`src/rtl/fifo_uart_tx.sv`:
```
// fifo_uart_tx: drains bytes from an upstream FIFO and sends them as 8N1 serial frames.
module fifo_uart_tx #(
  parameter int CLKS_PER_BIT = 4
) (
  input  logic        clk,
  input  logic        rst,
  input  logic        en,
  input  logic        fifo_empty,
  input  logic        fifo_wr,
  input  logic [7:0]  fifo_dout,
  output logic        fifo_rd,
  output logic        tx,
  output logic        busy,
  output logic        done,
  output logic [15:0] frame_cnt
);
  typedef enum logic [2:0] {IDLE, RD, LATCH, START, DATA, STOP} state_t;
  state_t      r_state, w_next;
  logic [15:0] r_baud, w_baud, r_cnt;
  logic [2:0]  r_bit, w_bit;
  logic [7:0]  r_shift, w_shift;
  logic        r_tx, w_tx, w_last;
  assign w_last    = r_baud == 16'(CLKS_PER_BIT - 1);
  assign fifo_rd   = r_state == RD;
  assign busy      = r_state != IDLE;
  assign done      = r_state == STOP && w_last;
  assign tx        = r_tx;
  assign frame_cnt = r_cnt;
  always_comb begin
    w_next = r_state;
    case (r_state)
      IDLE:    w_next = (en && !fifo_empty) ? RD : IDLE;
      RD:      w_next = fifo_wr ? IDLE : LATCH;
      LATCH:   w_next = START;
      START:   w_next = w_last ? DATA : START;
      DATA:    w_next = (w_last && r_bit == 3'd7) ? STOP : DATA;
      STOP:    w_next = w_last ? IDLE : STOP;
      default: w_next = IDLE;
    endcase
    w_baud  = (w_next == r_state && !w_last && r_state inside {START, DATA, STOP}) ? r_baud + 16'd1 : '0;
    w_bit   = r_state != DATA ? '0 : r_bit + 3'(w_last);
    w_shift = r_state == LATCH ? fifo_dout : (r_state == DATA && w_last) ? {1'b0, r_shift[7:1]} : r_shift;
    // tx is registered from the next state so line and FSM change on the same edge
    w_tx    = w_next == START ? 1'b0 : w_next == DATA ? w_shift[0] : 1'b1;
  end
  always_ff @(posedge clk) begin
    if (rst) begin
      r_state <= IDLE;
      r_baud  <= '0;
      r_bit   <= '0;
      r_shift <= '0;
      r_tx    <= 1'b1;
      r_cnt   <= '0;
    end else begin
      r_state <= w_next;
      r_baud  <= w_baud;
      r_bit   <= w_bit;
      r_shift <= w_shift;
      r_tx    <= w_tx;
      if (done) r_cnt <= r_cnt + 16'd1;
    end
  end
endmodule

```
`config.mk`:
```
export PLATFORM = sky130hd
export DESIGN_NAME = fifo_uart_tx
export DESIGN_NICKNAME = d
export VERILOG_FILES = /design/src/rtl/fifo_uart_tx.sv
export SDC_FILE = /design/constraint.sdc
export NUM_CORES = 1
export LEC_CHECK = 0
export ABC_CLOCK_PERIOD_IN_PS = 2450
export CAP_MARGIN = 10
export CORE_MARGIN = 2
export CORE_UTILIZATION = 52
export DETAILED_ROUTE_END_ITERATION = 8
export PLACE_DENSITY = 0.77
export SYNTH_ARGS = -nofsm -noshare
export SYNTH_HDL_FRONTEND = slang
export SYNTH_SLANG_ARGS = --single-unit
```
`constraint.sdc`:
```
create_clock -name clk -period 2.45 [get_ports clk]
set_input_delay 0.49 -clock clk [delete_from_list [all_inputs] [get_ports clk]]
set_output_delay 0.49 -clock clk [all_outputs]
set_load 0.005 [all_outputs]
```
Word level (Yosys, flattened, before mapping)
Cells that the tools add are included.
{"block": "word_totals", "reg_bits": 47}
{"block": "classes", "add_sub_neg": 3, "eq_ne": 11, "n_mux": 10, "bitwise": 1, "n_reduce_logical": 14}
{"cell": "adder 16 x 1 -> 16 bit (second input constant)", "n": 2}
{"cell": "case mux 3 bit (6 select lines)", "n": 1}
{"cell": "== test 16 x 2 -> 1 bit (second input constant)", "n": 1}
{"cell": "two-way mux 8 bit", "n": 2}
{"cell": "== test 3 bit (second input constant)", "n": 4}
{"cell": "== test 3 x 2 -> 1 bit (second input constant)", "n": 3}
{"cell": "logical AND 1 bit", "n": 6}
{"cell": "two-way mux 3 bit", "n": 2}
{"cell": "nonzero test 3 bit", "n": 2}
{"cell": "two-way mux 1 bit", "n": 4}
{"cell": "OR reduction 2 bit", "n": 2}
{"cell": "adder 3 x 1 -> 3 bit", "n": 1}
{"cell": "== test 3 x 1 -> 1 bit (second input constant)", "n": 1}
{"cell": "== test 3 bit", "n": 1}
{"cell": "logical NOT 3 bit", "n": 1}
{"cell": "inequality test 3 bit (second input constant)", "n": 1}
{"cell": "logical NOT 1 bit", "n": 2}
{"cell": "two-way mux 2 bit", "n": 1}
{"cell": "nonzero test 2 bit", "n": 1}
{"cell": "inverter 1 bit", "n": 1}

Logic depth before layout (Yosys ltp)
{"block": "logic_depth", "word_depth": 9, "mapped_depth": 8, "ltp_nobuf": 7}

Worst setup path after synthesis
Ideal clock, no wire load.
{"block": "synth_path", "kind": "register to output", "from": "register r_baud[0]", "to": "output done", "arrival_time_ns": 1.288, "required_ns": 1.960, "setup_slack_ns": 0.672, "path_stages_with_launch": 5, "path_cell_list": "dfxtp_1 > ha_1 > nor4b_4 > nand4_2 > nor2_2"}
{"block": "synth_between", "elab_chain_len": 2}
{"element": "start: declaration", "line_no": "19", "text": "logic [15:0] r_baud, w_baud, r_cnt;"}
{"element": "start signal: assignment", "line_no": "56", "text": "r_baud <= w_baud;"}
{"element": "== test 16 x 2 -> 1 bit", "line_no": "23", "text": "assign w_last = r_baud == 16'(CLKS_PER_BIT - 1);"}
{"element": "logical AND 1 bit", "line_no": "26", "text": "assign done = r_state == STOP && w_last;"}
{"element": "end: declaration", "line_no": "14", "text": "output logic done,"}
No other way between the ends.

Final worst setup path
{"block": "layout_path", "from": "register r_baud[1]", "to": "output done"}
The elaborated chain is that of the path after synthesis.

==> qor.yml <==
power:
  power.sequential.fraction_pct: 58.0
  power.share.clock_pct: 36.4
  power_switching_share_pct: 22.3
  switching_power_mw: 0.301
  power.internal_mw: 1.05
  worst_vdd_drop_mv: 0.352
  power.total_mw: 1.35
  static_leakage_nw: 0.884
  power_frac_comb_pct: 5.7
  pd_cells_nw_per_um2: 479
synthesis:
  synth_edf_count: 0
  synth_cell_types: 44
  synthesis.instances: 254
  syn-num-nets: 270
  syn_area_per_cell_um2: 9.06
  async_reset_ff_share_pct: 0
  count_of_state_elements_after_synthesis: 47
  yosysSeqAreaShare_pct: 40.9
  ys.warnings.count: 0
  synth_flop_cell: "dfxtp_1"
  synthesis.area_um2: 2300
global_route:
  grt_pass1_vias: 1768
  pin_count_of_the_biggest_net_entering_global_routing: 17
  grt_usage_pct: 19.4
  grt_pass1_wl_mm: 7.80
  grt_antenna_before_repair: 0
  globalRouteOverflowTotal: 0
die:
  core_region_area_um2: 4290
  chipHeight_um: 70.5
  rows: 24
  floorplan.initialDensity_pct: 53.6
  die_area_um2: 4970
  io_pins: 33
  die_w_um: 70.5
detailed_routing:
  wl_per_cell_um: 13.3
  via_per_inst: 5.41
  postRouteAntennaNets: 0
  drt_wl_total_mm: 4.60
  initialDrtViolationCount: 112
  detail_route.first_pass.iterations: 4
  num_vias: 1873
  drc: 0
final_layout:
  finalCoreUtilization_pct: 65.6
  syn2layout_area_growth_pct: 22.3
  multiInputGateArea_um2: 1300
  regArea_um2: 942
  post_route_cells_drive_above_1_share_pct: 15.3
  layoutNonFillerInstCount: 346
  antennaDiodeCount: 0
  finalNetCount: 309
  n_fill_cell: 362
  layout_commonest_cell: "dfxtp_1"
  mostFrequentLayoutCells: "dfxtp_1, nor2_1, clkdlybuf4s50_1, nand2_1, xnor2_1"
critical_path:
  critPathRequiredTime_ps: 1960
  timing.setup.critical_path_class: "register to output port"
  crit_fanout: 3
  startpoint_type: "register"
  worstSetupEndpointType: "output port"
  crit_arrival_ps: 1880
clock_tree:
  htree_levels: 2
  holdBufCountCts: 0
  cts-root-buf: "clkbuf_8"
  clock-sinks: 47
  cts_tree: "built"
  cts.reportedPaths.clkPinSlew_ps: 80
  clock_insertion_delay_worst_skew_ps: 300
  cts_buffer_depth: 2
  cts_buffers: 5
placed_design:
  place.detailed.hpwl_mm: 3.34
  globalplace.congestion: 0.818
  numPlacedInstances: 335
  buffer_ports.inserted: 32
run:
  max_cap_viol_count: 0
timing:
  maxClockFrequency_mhz: 421
  report.final.slew_viol_count: 0
  final_hold_violations: 0
  layout_min_cycle_time_ps: 2370
  maxSlewHeadroom_pct: 56.3
  post_route_fraction_of_the_period_consumed_by_the_critical_path_pct: 96.9
  final-setup-viol-count: 0
  fin_worst_skew_ps: 5.80
  timing_worst_slew_pin_value_ps: 654
run_status:
  outcome: "completed"
min_path:
  holdCritPathClass: "register to register"
final timing paths:
path | startpoint | slack (ps) | to | cells after the start
min | r_baud[0]$_SDFF_PP0_ | 440 | r_baud[0]$_SDFF_PP0_ | 1
max reg2reg | r_baud[1]$_SDFF_PP0_ | 440 | r_baud[2]$_SDFF_PP0_ | 6
min reg2reg | r_baud[0]$_SDFF_PP0_ | 440 | r_baud[0]$_SDFF_PP0_ | 1
max | r_baud[1]$_SDFF_PP0_ | 80 | done | 5
timing repair:
action	4_1_cts	5_1_grt
pin swaps	3	2
endpoints found under the hold margin	0	0
resized for setup	2	3
buffers inserted	2	1
setup endpoints to repair	1	1
power groups by stage:
stage / sequential, mW / combinational (mW) / clock (mW)
4_1_cts: 0.781 / 0.0764 / 0.504
2_1_floorplan: 0.798 / 0.0409 / 0
3_3_place_gp: 0.799 / 0.0738 / 0
3_5_place_dp: 0.799 / 0.0751 / 0
5_1_grt: 0.783 / 0.0840 / 0.534
6_report: 0.781 / 0.0762 / 0.490
cells by family after synthesis:
group | share of synthesized area, %
multiplexers | 0.870
XOR/XNOR | 11.4
adder cells (fa/ha/maj) | 1.63
AO/OA/AOI/OAI | 6.74
AND/OR/NAND/NOR | 34.9
flip-flops | 40.9
buffers and inverters | 3.53
through the flow:
| step | TNS (ps) | hold slack (ps) | instance area (µm²) | setup WS, ps |
|---|---|---|---|---|
| after floorplan | 0 | 413 | 2300 | 672 |
| after global placement | 0 | 424 | 2670 | 301 |
| after detailed placement | 0 | 434 | 2670 | 284 |
| after CTS | 0 | 451 | 2790 | 7.97 |
| after global routing | -16.9 | 472 | 2820 | -16.9 |
| final | 0 | 445 | 2820 | 77.0 |
metal layers:
layer | vias to the layer above | wire length [µm] | GRT usage [%]
met5 | - | 0 | 0
met4 | 0 | 87 | 8.33
met3 | 9 | 162 | 4.33
met2 | 36 | 2150 | 32.2
met1 | 874 | 2190 | 24.3
li1 | 954 | - | -
worst max-delay path: stages, from the launching register on:
cell             delay [ps]
dfxtp_1                 380
ha_4                    160
nor4b_4                 230
nand4_2                 180
nor2_4                  130
clkdlybuf4s50_1         500
layout make-up:
type,count,area share [%]
clock buffers,7,3.07
clock inverters,1,0.311
inverters,6,0.800
multi-input cells,192,46.3
flip-flops and latches,47,33.5
well taps,52,2.31
repair buffers,41,13.8
flip-flops by register name (all words and copies together), names as in the netlist:
name / count
r_bit: 3
r_state: 3
r_baud: 16
frame_cnt: 16
tx: 1
r_shift: 8
cell usage after synthesis (3+ instances only):
master	number	area share, %
a21oi_1	8	1.7
a221oi_1	3	1.1
a31oi_1	4	1.1
and3_1	3	0.82
and4_1	4	1.5
clkbuf_1	4	0.65
dfxtp_1	47	41
ha_1	3	1.6
inv_1	6	0.98
nand2_1	22	3.6
nand3_1	10	2.2
nand4_1	10	2.7
nor2_1	39	6.4
nor2b_1	5	1.4
nor3_1	5	1.1
nor3_2	10	4.4
o21ai_0	8	1.7
xnor2_1	20	7.6
xor2_1	10	3.8
(Power assumes the default switching activity.)
